`src/rtl/bpm_meter.sv`:
```
// bpm_meter: measures the interval between debounced beats and reports BPM as packed BCD.
// Optional macro BPM_AVG_EN divides by the mean of the last four captured intervals.
module bpm_meter #(
  parameter int unsigned CLK_HZ      = 12_000_000,
  parameter int unsigned DEBOUNCE_MS = 10,
  parameter int unsigned TIMEOUT_MS  = 3000,
  parameter int unsigned LED_MS      = 100
) (
  input  logic       clk,
  input  logic       rst,
  input  logic       beat_in,
  output logic [7:0] value,
  output logic       valid,
  output logic       beat_led
);
  localparam int unsigned MsCycles = CLK_HZ / 1000;
  localparam int unsigned DbCycles = DEBOUNCE_MS * MsCycles;
  localparam int unsigned PsW      = (MsCycles > 1) ? $clog2(MsCycles) : 1;
  localparam int unsigned DbW      = $clog2(DbCycles + 1);
  localparam int unsigned LedW     = $clog2(LED_MS + 1);
  localparam logic [15:0] Dividend = 16'd60000;

  typedef enum logic [1:0] {StIdle, StArmed, StDiv, StOut} state_e;
  state_e state_q, state_d;

  logic [1:0]      sync_q;
  logic            deb_q, deb_prev_q;
  logic [DbW-1:0]  db_cnt_q;
  logic [PsW-1:0]  ps_q;
  logic [11:0]     iv_q;
  logic [LedW-1:0] led_cnt_q;
  logic            led_q;
  logic            beat_evt, ms_tick, timeout;
  logic            capture, div_step, emit, abort;
  logic [11:0]     divisor;
  logic [15:0]     dvd_q;
  logic [11:0]     rem_q;
  logic [12:0]     rem_sh;
  logic [3:0]      bit_cnt_q;
  logic [6:0]      q_sat;
  logic [7:0]      value_q;
  logic            valid_q;

  assign beat_evt = deb_q & ~deb_prev_q;
  assign ms_tick  = (ps_q == PsW'(MsCycles - 1));
  assign timeout  = (iv_q == 12'(TIMEOUT_MS));

  always_ff @(posedge clk) begin
    if (rst) begin
      sync_q     <= '0;
      deb_q      <= 1'b0;
      deb_prev_q <= 1'b0;
      db_cnt_q   <= '0;
    end else begin
      sync_q     <= {sync_q[0], beat_in};
      deb_prev_q <= deb_q;
      if (sync_q[1] == deb_q) begin
        db_cnt_q <= '0;
      end else if (db_cnt_q == DbW'(DbCycles - 1)) begin
        deb_q    <= sync_q[1];
        db_cnt_q <= '0;
      end else begin
        db_cnt_q <= db_cnt_q + DbW'(1);
      end
    end
  end

  always_ff @(posedge clk) begin
    if (rst) begin
      ps_q      <= '0;
      iv_q      <= '0;
      led_q     <= 1'b0;
      led_cnt_q <= '0;
    end else begin
      ps_q <= ms_tick ? '0 : ps_q + PsW'(1);
      if (beat_evt) iv_q <= '0;
      else if (ms_tick && !timeout) iv_q <= iv_q + 12'd1;
      // Every accepted beat restarts the LED window, even mid-pulse.
      if (beat_evt) begin
        led_q     <= 1'b1;
        led_cnt_q <= '0;
      end else if (led_q && ms_tick) begin
        if (led_cnt_q == LedW'(LED_MS - 1)) led_q <= 1'b0;
        else led_cnt_q <= led_cnt_q + LedW'(1);
      end
    end
  end

  always_ff @(posedge clk) begin
    if (rst) state_q <= StIdle;
    else     state_q <= state_d;
  end

  always_comb begin
    state_d = state_q;
    unique case (state_q)
      StIdle:  if (beat_evt) state_d = StArmed;
      StArmed: if (timeout) state_d = StIdle; else if (beat_evt) state_d = StDiv;
      StDiv:   if (timeout) state_d = StIdle; else if (bit_cnt_q == 4'd15) state_d = StOut;
      StOut:   state_d = timeout ? StIdle : StArmed;
      default: state_d = StIdle;
    endcase
  end

  always_comb begin
    capture  = 1'b0;
    div_step = 1'b0;
    emit     = 1'b0;
    abort    = 1'b0;
    unique case (state_q)
      StIdle:  ;
      StArmed: begin abort = timeout; capture  = beat_evt & ~timeout; end
      StDiv:   begin abort = timeout; div_step = ~timeout;            end
      StOut:   begin abort = timeout; emit     = ~timeout;            end
      default: ;
    endcase
  end

`ifdef BPM_AVG_EN
  logic [11:0] hist_q [4];
  logic        first_q;
  logic [13:0] hist_sum;

  assign hist_sum = 14'(hist_q[0]) + 14'(hist_q[1]) + 14'(hist_q[2]) + 14'(hist_q[3]);
  assign divisor  = 12'(hist_sum >> 2);

  // The first capture after IDLE fills the whole history so the mean starts settled.
  always_ff @(posedge clk) begin
    if (rst) begin
      first_q <= 1'b1;
      for (int i = 0; i < 4; i++) hist_q[i] <= '0;
    end else begin
      if (state_q == StIdle) first_q <= 1'b1;
      else if (capture) first_q <= 1'b0;
      if (capture) begin
        hist_q[0] <= iv_q;
        hist_q[1] <= first_q ? iv_q : hist_q[0];
        hist_q[2] <= first_q ? iv_q : hist_q[1];
        hist_q[3] <= first_q ? iv_q : hist_q[2];
      end
    end
  end
`else
  logic [11:0] iv_lat_q;

  assign divisor = iv_lat_q;

  always_ff @(posedge clk) begin
    if (rst) iv_lat_q <= '0;
    else if (capture) iv_lat_q <= iv_q;
  end
`endif

  // Restoring divider: dvd_q shifts the dividend out and the quotient in.
  assign rem_sh = {rem_q, dvd_q[15]};

  always_ff @(posedge clk) begin
    if (rst) begin
      dvd_q     <= '0;
      rem_q     <= '0;
      bit_cnt_q <= '0;
    end else if (capture) begin
      dvd_q     <= Dividend;
      rem_q     <= '0;
      bit_cnt_q <= '0;
    end else if (div_step) begin
      bit_cnt_q <= bit_cnt_q + 4'd1;
      if (rem_sh >= {1'b0, divisor}) begin
        rem_q <= 12'(rem_sh - {1'b0, divisor});
        dvd_q <= {dvd_q[14:0], 1'b1};
      end else begin
        rem_q <= rem_sh[11:0];
        dvd_q <= {dvd_q[14:0], 1'b0};
      end
    end
  end

  assign q_sat = (divisor == 12'd0 || dvd_q > 16'd99) ? 7'd99 : dvd_q[6:0];

  always_ff @(posedge clk) begin
    if (rst) begin
      value_q <= 8'h00;
      valid_q <= 1'b0;
    end else begin
      valid_q <= emit | abort;
      if (abort) value_q <= 8'h00;
      else if (emit) value_q <= {4'(q_sat / 7'd10), 4'(q_sat % 7'd10)};
    end
  end

  assign value    = value_q;
  assign valid    = valid_q;
  assign beat_led = led_q;
endmodule
```
`config.mk`:
```
export PLATFORM = sky130hd
export DESIGN_NAME = bpm_meter
export DESIGN_NICKNAME = d
export VERILOG_FILES = /design/src/rtl/bpm_meter.sv
export SDC_FILE = /design/constraint.sdc
export NUM_CORES = 1
export LEC_CHECK = 0
export CORE_ASPECT_RATIO = 1.4
export CORE_MARGIN = 3
export CORE_UTILIZATION = 40
export DETAILED_ROUTE_END_ITERATION = 8
export HOLD_SLACK_MARGIN = 0.05
export PLACE_DENSITY_LB_ADDON = 0.08
export SLEW_MARGIN = 20
export SYNTH_ARGS = -nofsm -noshare
export SYNTH_HDL_FRONTEND = slang
export SYNTH_SLANG_ARGS = --single-unit
```
`constraint.sdc`:
```
create_clock -name clk -period 5.27 [get_ports clk]
set_input_delay 1.054 -clock clk [delete_from_list [all_inputs] [get_ports clk]]
set_output_delay 1.054 -clock clk [all_outputs]
set_load 0.05 [all_outputs]
```
==> results.py, run 1 <==
metrics = {
    "status": {
        "status": "finished clean",
    },
    "timing": {
        "hold_violations": 0,
        "worstMarginPinSlew_ns": 0.913,
        "setup_violations": 0,
        "hold_ws_ns": 0.460,
        "slew_headroom": 0.389,
        "finClkSkew_ns": 0.0109,
        "max_freq_mhz": 205,
        "fin_ws_ns": 0.391,
        "min_period_over_period": 0.926,
        "drv_slew": 0,
        "rsz0062_at_grt": "false",
        "tns_ns": 0,
        "period_minus_slack_ns": 4.88,
    },
    "clock_network": {
        "cts_setup_buffers": 0,
        "hold_buffers": 0,
        "htreeDepth": 3,
        "numCtsBuffers": 9,
        "cts_tree": "done",
        "clk-insertion-delay-late_ns": 0.34,
        "numClockSinks": 110,
        "clk_path_buf_depth": 2,
        "cts-root-buf": "clkbuf_16",
        "cts.reportedPaths.clkPinSlew_ns": 0.08,
    },
    "yosys": {
        "async_flop_share": 0,
        "synth-main-ff-cell": "dfxtp_1",
        "synth_top_cells_by_count": "110 x dfxtp_1, 96 x nand2_1, 85 x nor2_1",
        "synth_edf_count": 0,
        "syn_area_um2": 5580,
        "synth_top_area_frac": 0.395,
        "yosysMostFrequentCell": "dfxtp_1",
        "synth_area_per_cell_um2": 8.16,
        "yosys-top-cells-area": "dfxtp_1 39%, nand2_1 6.5%, nor2_1 5.7%, ha_1 4.7%, xor2_1 4.6%",
        "syn_nets": 708,
        "ys_ff_latch": 110,
        "syn_inst": 683,
        "ys_seq_area_frac": 0.395,
        "synth_cell_type_count": 58,
        "yosysWarningCount": 0,
        "synth_top_area_cell": "dfxtp_1",
    },
    "grt": {
        "grt_pass1_wl_um": 20900,
        "track_usage": 0.163,
        "grt_pass1_vias": 4480,
        "grt_antenna_before_repair": 0,
        "overflow": 0,
        "grt_max_degree": 43,
    },
    "die": {
        "core_um2": 13500,
        "die_w_um": 106,
        "rows": 50,
        "die-area_um2": 15400,
        "die_y_um": 146,
        "io_pins": 13,
        "initial_core_util": 0.413,
    },
    "placement": {
        "place_hpwl_um": 9010,
        "pre_cts_slack_ns": 0.189,
        "numPortBuffers": 12,
        "globalplace.congestion": 0.833,
        "dpl.cell_count": 862,
    },
    "routing": {
        "vias_per_cell": 5.24,
        "antenna_left": 0,
        "vias": 4599,
        "dr.pass1.iters": 4,
        "drt_first_iter_violations": 166,
        "drcViolationCount": 0,
        "wl_per_cell_um": 13.9,
        "routed_wl_um": 12200,
    },
    "worst_setup_path": {
        "critPathCaptureType": "flip-flop",
        "path_buf_inv": 1,
        "crit_fanout": 6,
        "crit_chain": "nor4_1 -> nand3_2 -> nand2_1 -> nor2_1 -> ha_1 -> o21ai_0 -> xnor2_1 -> nor3_1 -> ha_1 -> o31ai_1 -> a21bo_2 -> nor2b_1 -> o31ai_1 -> ha_1 -> inv_1 -> a31oi_1 -> o2111ai_2 -> o21ai_2 -> mux2_4 -> a211oi_2",
        "crit_top_cell": "ha_1",
        "criticalPathCategory": "reg -> reg",
        "cp_slowest_cell": "nor4_1",
        "critical_path_required_ns": 5.54,
        "critPathTopFamily": "compound AO/OA/AOI/OAI gates",
        "arrival_ns": 5.15,
        "rrSetupSlack_ns": 0.39,
        "slowest_delay_ns": 0.48,
        "start_kind": "flip-flop",
    },
    "final_layout": {
        "num-fill-cells": 1366,
        "diodes": 0,
        "area_delta_synth_final_pct": 12.7,
        "stdcell_count": 878,
        "nNetsFinal": 716,
        "drive_above_1_share": 0.0790,
    },
    "hold_path": {
        "holdCritPathClass": "reg -> reg",
    },
    "power": {
        "p_per_area_nw_per_um2": 261,
        "peakVddDrop_v": 0.000132,
        "p_leak_nw": 2.26,
        "power.total_w": 0.00164,
    },
    "flow_run": {
        "drv_cap": 0,
    },
}
[sequential cells by signal, summed over array words and instances, names as in the netlist]
name	flops
dvd_q	16
deb_prev_q	1
beat_led	1
db_cnt_q	17
ps_q	14
sync_q	2
bit_cnt_q	4
valid	1
rem_q	12
value	8
state_q	2
deb_q	1
divisor	12
led_cnt_q	7
iv_q	12
[layout by cell type (no fill, tap or decap), drive strengths merged, types with 11 or more instances in the layout]
master,instances
nor2,85
nand4,19
nand2,96
clkdlybuf4s50,12
ha,21
xor2,29
a21oi,50
o21ai,33
xnor2,21
buf,14
dfxtp,110
nand3,20
inv,30
nor3,13
a31oi,11
and3,13
mux2i,14
[cells by family (layout without fill, tap and decap cells)]
group                      after synthesis  after routing  share of synthesized area
and+or+nand+nor                        295            295                      0.256
DFF                                    110            110                      0.395
xor gates and xnor gates                50             50                     0.0785
muxes                                   16             16                     0.0298
adders and majority gates               22             22                     0.0507
buffers and inverters                   58             71                     0.0397
AOI/OAI and AO/OA                      132            132                      0.151
[final timing paths]
path	depth (start not counted)	to	from
worst max-delay path	20	value[2]	divisor[11]
worst min-delay path	1	sync_q[1]	sync_q[0]
worst max register to register	20	value[2]	divisor[11]
worst min register to register	1	sync_q[1]	sync_q[0]
[through the flow]
stage | utilization | area (um2)
final | 0.465 | 6280
after CTS | 0.464 | 6270
after floorplan | - | 5580
after detailed placement | 0.439 | 5930
after global routing | 0.465 | 6280
after global placement | 0.439 | 5930
[final cells by class]
cell class	count	area, um2	share of cell area
clock inverter	7	120	0.0191
inverter	29	109	0.0173
timing repair buffer	26	225	0.0358
sequential	110	2200	0.350
clock buffer	9	225	0.0358
multi-input combinational	515	3170	0.505
tap	182	228	0.0362
[worst reg2reg max path, cell delays in order (launching register included)]
cell	delay, ns
dfxtp_1	0.34
nor4_1	0.48
nand3_2	0.25
nand2_1	0.26
nor2_1	0.07
ha_1	0.24
o21ai_0	0.26
xnor2_1	0.12
nor3_1	0.24
ha_1	0.32
o31ai_1	0.22
a21bo_2	0.27
nor2b_1	0.15
o31ai_1	0.36
ha_1	0.24
inv_1	0.06
a31oi_1	0.17
o2111ai_2	0.15
o21ai_2	0.10
mux2_4	0.32
a211oi_2	0.20
[metal layers]
layer  track usage  up-vias  part of all wire
li1              -     2391                 -
met2         0.293       51              0.51
met3        0.0284       17             0.021
met4        0.0590        0             0.020
met1         0.194     2140              0.45
met5             0        -                 0
[repair_timing]
action / 4_1_cts / 5_1_grt
setup endpoints to repair: 0 / 2
hold endpoints to repair: 0 / 0
resized for setup: 0 / 3
[report_power, final]
part	switching (W)	internal, W	total [W]	leakage (nW)
Clock	0.000317	0.000467	0.000784	0.166
Sequential	0.00000241	0.000833	0.000836	0.887
Combinational	0.0000156	0.00000618	0.0000218	1.21
Power figures use the tool's default switching activity.
==> run 2, diff against run 1 <==
--- a/config.mk
+++ b/config.mk
@@ -6,7 +6,7 @@
 export NUM_CORES = 1
 export LEC_CHECK = 0
 export CORE_ASPECT_RATIO = 1.4
-export CORE_MARGIN = 3
+export CORE_MARGIN = 8
 export CORE_UTILIZATION = 40
 export DETAILED_ROUTE_END_ITERATION = 8
 export HOLD_SLACK_MARGIN = 0.05
==> run 2 against run 1 <==
Sequential power hardly changed. First-iteration DRC count rose by 19%. Fmax is 0.51% lower. Critical endpoint unchanged. Highest routed layer unchanged.
==> results.py, run 2 (synthesis results as in run 1) <==
metrics = {
    "final_layout": {
        "fin_area_um2": 6210,
        "diodes": 0,
        "drive_above_1_share": 0.0736,
        "largest_reg_flops": 17,
        "reg_top3": "db_cnt_q x17, dvd_q x16, ps_q x14",
        "final_common_cell": "dfxtp_1",
        "final_cell_mix": "110 x dfxtp_1, 96 x nand2_1, 84 x nor2_1",
        "area_delta_synth_final_pct": 11.4,
        "nNetsFinal": 713,
        "stdcell_count": 878,
        "top_register": "db_cnt_q",
    },
    "die": {
        "die_y_um": 156,
        "die_w_um": 116,
        "rows": 51,
        "io_pins": 13,
        "core_um2": 13800,
        "die-area_um2": 18000,
        "initial_core_util": 0.405,
    },
    "worst_setup_path": {
        "cp_slowest_cell": "and4_1",
        "start_kind": "flip-flop",
        "crit_top_cell": "ha_1",
        "crit_chain": "o311ai_4 -> and4_1 -> nand2_1 -> nor2_1 -> ha_1 -> o21ai_0 -> xnor2_1 -> nor3_1 -> ha_1 -> o31ai_1 -> a21bo_2 -> nor2b_1 -> o31ai_1 -> ha_1 -> inv_1 -> a31oi_1 -> o2111ai_2 -> o21ai_2 -> mux2_4 -> a211oi_2",
        "critPathCaptureType": "flip-flop",
        "critical_path_required_ns": 5.55,
        "criticalPathCategory": "reg -> reg",
        "arrival_ns": 5.18,
        "crit_fanout": 7,
        "slowest_delay_ns": 0.43,
    },
    "power": {
        "peakVddDrop_v": 0.000157,
        "p_leak_nw": 2.21,
        "combPwrFrac": 0.014,
        "p_int_w": 0.00118,
        "p_per_area_nw_per_um2": 246,
        "seq_power_share": 0.547,
        "clkPwrFrac": 0.439,
        "p_switching_w": 0.000347,
        "swShare": 0.227,
    },
    "status": {
        "status": "finished clean",
    },
    "clock_network": {
        "numClockSinks": 110,
        "clk-insertion-delay-late_ns": 0.35,
        "hold_buffers": 0,
        "cts_tree": "done",
        "cts.reportedPaths.clkPinSlew_ns": 0.08,
        "htreeDepth": 3,
        "numCtsBuffers": 9,
        "clk_path_buf_depth": 2,
        "cts-root-buf": "clkbuf_16",
    },
    "routing": {
        "drcViolationCount": 0,
        "vias": 4593,
        "dr.pass1.iters": 6,
        "antenna_left": 0,
        "vias_per_cell": 5.23,
        "drt_first_iter_violations": 197,
        "routed_wl_um": 12400,
        "wl_per_cell_um": 14.1,
    },
    "timing": {
        "slew_headroom": 0.366,
        "min_period_over_period": 0.931,
        "period_minus_slack_ns": 4.90,
        "finClkSkew_ns": 0.00957,
        "max_freq_mhz": 204,
        "tns_ns": 0,
        "setup_violations": 0,
        "worstMarginPinSlew_ns": 0.948,
        "rsz0062_at_grt": "false",
        "fin_ws_ns": 0.366,
        "hold_violations": 0,
        "drv_slew": 0,
    },
    "placement": {
        "pre_cts_slack_ns": 0.244,
        "place_hpwl_um": 9120,
        "globalplace.congestion": 0.825,
        "numPortBuffers": 12,
        "dpl.cell_count": 862,
        "place_area_um2": 5910,
    },
    "grt": {
        "grt_max_degree": 43,
        "grt_antenna_before_repair": 0,
        "grt_pass1_vias": 4552,
        "track_usage": 0.145,
        "overflow": 0,
        "grt_pass1_wl_um": 21200,
    },
    "hold_path": {
        "holdCritPathClass": "reg -> reg",
    },
    "flow_run": {
        "drv_cap": 0,
    },
}
run 2: cell types whose count changed in the layout (fill, tap and decap cells not counted), sizes merged:
cell and delta:
inv +1, clkbuf +1, clkinvlp +1, buf -3, bufinv -3
run 2: final timing paths:
check | to | slack (ns) | startpoint | depth (start not counted)
setup reg to reg | value[2] | 0.37 | dvd_q[2] | 20
setup / recovery | value[2] | 0.37 | dvd_q[2] | 20
hold reg to reg | sync_q[1] | 0.46 | sync_q[0] | 1
hold / removal | sync_q[1] | 0.46 | sync_q[0] | 1
run 2: routing by layer:
layer	wire length, um	global-route usage	vias up
li1	-	-	2381
met1	5340	0.154	2145
met2	6550	0.268	52
met3	293	0.0283	15
met4	182	0.0583	0
met5	0	0	-
run 2: final cells by class:
type,instances,area [um2]
Inverter,29,109
Clock buffer,10,239
Fill cell,1432,7570
Multi-Input combinational cell,515,3170
Timing Repair Buffer,23,203
Tap cell,185,231
Clock inverter,6,55.1
Sequential cell,110,2200
run 2: through the flow:
step                      hold slack (ns)  power (W)   util
after floorplan                     0.414   0.000870      -
after global placement              0.437   0.000878  0.429
after detailed placement            0.424   0.000878  0.429
after CTS                           0.456    0.00156  0.450
after global routing                0.478    0.00159  0.451
final                               0.457    0.00153  0.451
run 2: power by group through the flow:
stage / sequential (W) / clock, W / combinational, W
global route: 0.000836 / 0.000728 / 0.0000250
floorplan: 0.000855 / 0 / 0.0000158
CTS: 0.000835 / 0.000698 / 0.0000227
finish: 0.000835 / 0.000671 / 0.0000220
global placement: 0.000855 / 0 / 0.0000226
detailed placement: 0.000855 / 0 / 0.0000227
run 2: what timing repair did:
action | 4_1_cts | 5_1_grt
setup endpoints to repair | 0 | 1
resized for setup | 0 | 2
setup buffers | 0 | 0
run 2: critical path: cells and delay by family (launching register included):
family / cells / cell delay [ns]
AOI/OAI and AO/OA: 9 / 1.97
muxes: 1 / 0.33
DFF: 1 / 0.40
adders and majority gates: 3 / 0.73
and+or+nand+nor: 5 / 1.17
buffers and inverters: 1 / 0.05
xor gates and xnor gates: 1 / 0.17
==> run 3, diff against run 2 <==
--- a/config.mk
+++ b/config.mk
@@ -6,7 +6,6 @@
 export NUM_CORES = 1
 export LEC_CHECK = 0
 export CORE_ASPECT_RATIO = 1.4
-export CORE_MARGIN = 8
 export CORE_UTILIZATION = 40
 export DETAILED_ROUTE_END_ITERATION = 8
 export HOLD_SLACK_MARGIN = 0.05
==> run 3 against run 2 <==
Setup slack better by 0.079 ns. Clock power is 3% higher. Highest routed layer unchanged. Global-route usage is 3.8 points higher. Die area is 20% lower.
==> results.py, run 3 (synthesis results as in run 1) <==
metrics = {
    "placement": {
        "place_area_um2": 5900,
        "place_hpwl_um": 8880,
        "pre_cts_slack_ns": 0.243,
        "globalplace.congestion": 0.892,
        "numPortBuffers": 12,
    },
    "worst_setup_path": {
        "cp_slowest_cell": "dfxtp_1",
        "arrival_ns": 5.12,
        "slowest_delay_ns": 0.39,
        "crit_top_cell": "ha_1",
        "critPathCaptureType": "flip-flop",
        "criticalPathCategory": "reg -> reg",
        "critical_path_required_ns": 5.56,
        "crit_fanout": 7,
        "r2r_cells": 20,
        "crit_chain": "o311ai_4 -> and4_2 -> nand2_1 -> nor2_1 -> ha_1 -> o21ai_1 -> xnor2_2 -> nor3_1 -> ha_1 -> o31ai_1 -> a21bo_2 -> nor2b_1 -> o31ai_1 -> ha_1 -> inv_1 -> a31oi_1 -> o2111ai_2 -> o21ai_2 -> mux2_4 -> a211oi_2",
        "start_kind": "flip-flop",
    },
    "timing": {
        "finClkSkew_ns": 0.00979,
        "hold_violations": 0,
        "worstMarginPinSlew_ns": 0.918,
        "hold_ws_ns": 0.464,
        "fin_ws_ns": 0.445,
        "period_minus_slack_ns": 4.83,
        "slew_headroom": 0.386,
        "max_freq_mhz": 207,
        "rsz0062_at_grt": "false",
        "setup_violations": 0,
        "tns_ns": 0,
        "min_period_over_period": 0.916,
        "drv_slew": 0,
    },
    "hold_path": {
        "min_path_cells": 1,
        "holdCritPathClass": "reg -> reg",
    },
    "final_layout": {
        "largest_reg_flops": 17,
        "nNetsFinal": 712,
        "reg_top3": "db_cnt_q x17, dvd_q x16, ps_q x14",
        "top_register": "db_cnt_q",
        "final_common_cell": "dfxtp_1",
        "diodes": 0,
        "fin_area_um2": 6210,
        "area_delta_synth_final_pct": 11.4,
        "final_cell_mix": "110 x dfxtp_1, 96 x nand2_1, 84 x nor2_1",
        "drive_above_1_share": 0.0751,
    },
    "die": {
        "io_pins": 13,
        "die_y_um": 142,
        "core_um2": 13500,
        "initial_core_util": 0.413,
        "die_w_um": 102,
        "die-area_um2": 14400,
        "rows": 50,
    },
    "status": {
        "status": "finished clean",
    },
    "routing": {
        "routed_wl_um": 12000,
        "vias_per_cell": 5.23,
        "antenna_left": 0,
        "drcViolationCount": 0,
        "dr.pass1.iters": 4,
        "vias": 4569,
        "wl_per_cell_um": 13.8,
        "drt_first_iter_violations": 146,
    },
    "clock_network": {
        "cts.reportedPaths.clkPinSlew_ns": 0.08,
        "hold_buffers": 0,
        "cts-root-buf": "clkbuf_16",
        "clk_path_buf_depth": 2,
        "htreeDepth": 3,
        "numClockSinks": 110,
        "cts_tree": "done",
        "numCtsBuffers": 9,
        "clk-insertion-delay-late_ns": 0.37,
    },
    "power": {
        "seq_power_share": 0.540,
        "clkPwrFrac": 0.446,
        "p_int_w": 0.00119,
        "combPwrFrac": 0.014,
        "p_leak_nw": 2.22,
        "p_per_area_nw_per_um2": 249,
        "p_switching_w": 0.000361,
        "peakVddDrop_v": 0.000155,
        "swShare": 0.233,
    },
    "grt": {
        "grt_pass1_wl_um": 20500,
        "overflow": 0,
        "grt_antenna_before_repair": 0,
        "track_usage": 0.182,
        "grt_pass1_vias": 4514,
        "grt_max_degree": 43,
    },
    "flow_run": {
        "drv_cap": 0,
    },
}
==> run 3: cell types whose count changed in the layout (fill, tap and decap cells not counted) <==
cell | previous run | this run
buf_4 | 11 | 10
and4_1 | 3 | 2
o21ai_1 | 2 | 3
and4_2 | 0 | 1
inv_8 | 2 | 3
inv_6 | 0 | 2
xnor2_1 | 21 | 20
clkinvlp_4 | 2 | 1
xnor2_2 | 0 | 1
clkinv_4 | 2 | 0
o21ai_0 | 30 | 29
==> run 3: power by group through the flow <==
stage          Sequential [W]  Clock [W]  Combinational, W
3_5_place_dp         0.000855          0         0.0000229
5_1_grt              0.000836   0.000749         0.0000247
3_3_place_gp         0.000855          0         0.0000224
4_1_cts              0.000835   0.000719         0.0000229
6_report             0.000835   0.000690         0.0000220
2_1_floorplan        0.000855          0         0.0000158
==> run 3: worst paths after layout <==
path         startpoint  endpoint  slack, ns
max            dvd_q[2]  value[2]       0.44
min             ps_q[0]   ps_q[0]       0.46
max reg2reg    dvd_q[2]  value[2]       0.44
min reg2reg     ps_q[0]   ps_q[0]       0.46
==> run 3: what timing repair did <==
action	in CTS	in global routing
setup endpoints to repair	0	1
resized for setup	0	5
setup buffers	0	0
==> run 3: cell type report <==
cell class / count / area (um2)
Multi-Input combinational cell: 515 / 3180
Fill cell: 1419 / 7300
Clock inverter: 6 / 58.8
Timing Repair Buffer: 22 / 195
Tap cell: 182 / 228
Inverter: 29 / 109
Clock buffer: 10 / 239
Sequential cell: 110 / 2200
==> run 3: per-stage QoR <==
stage                     utilization  cells  power, W
after global placement          0.436    858  0.000877
after floorplan                     -    683  0.000870
final                           0.460    874   0.00155
after CTS                       0.458    874   0.00158
after detailed placement        0.436    858  0.000878
after global routing            0.460    874   0.00161
==> run 3: metal layers <==
metal	vias to the layer above	part of all wire	global-route usage
met3	14	0.020	0.0251
met5	-	0	0
met2	46	0.52	0.331
met4	0	0.025	0.0931
li1	2379	-	-
met1	2130	0.44	0.203
==> run 3: worst max-delay path: cells and delay by family (launching register included) <==
family	cells	cell delay (ns)
buf+inv	1	0.06
xor+xnor	1	0.20
simple gates	5	1.10
mux	1	0.33
compound gates	9	1.95
fa+ha+maj	3	0.75
flops	1	0.39
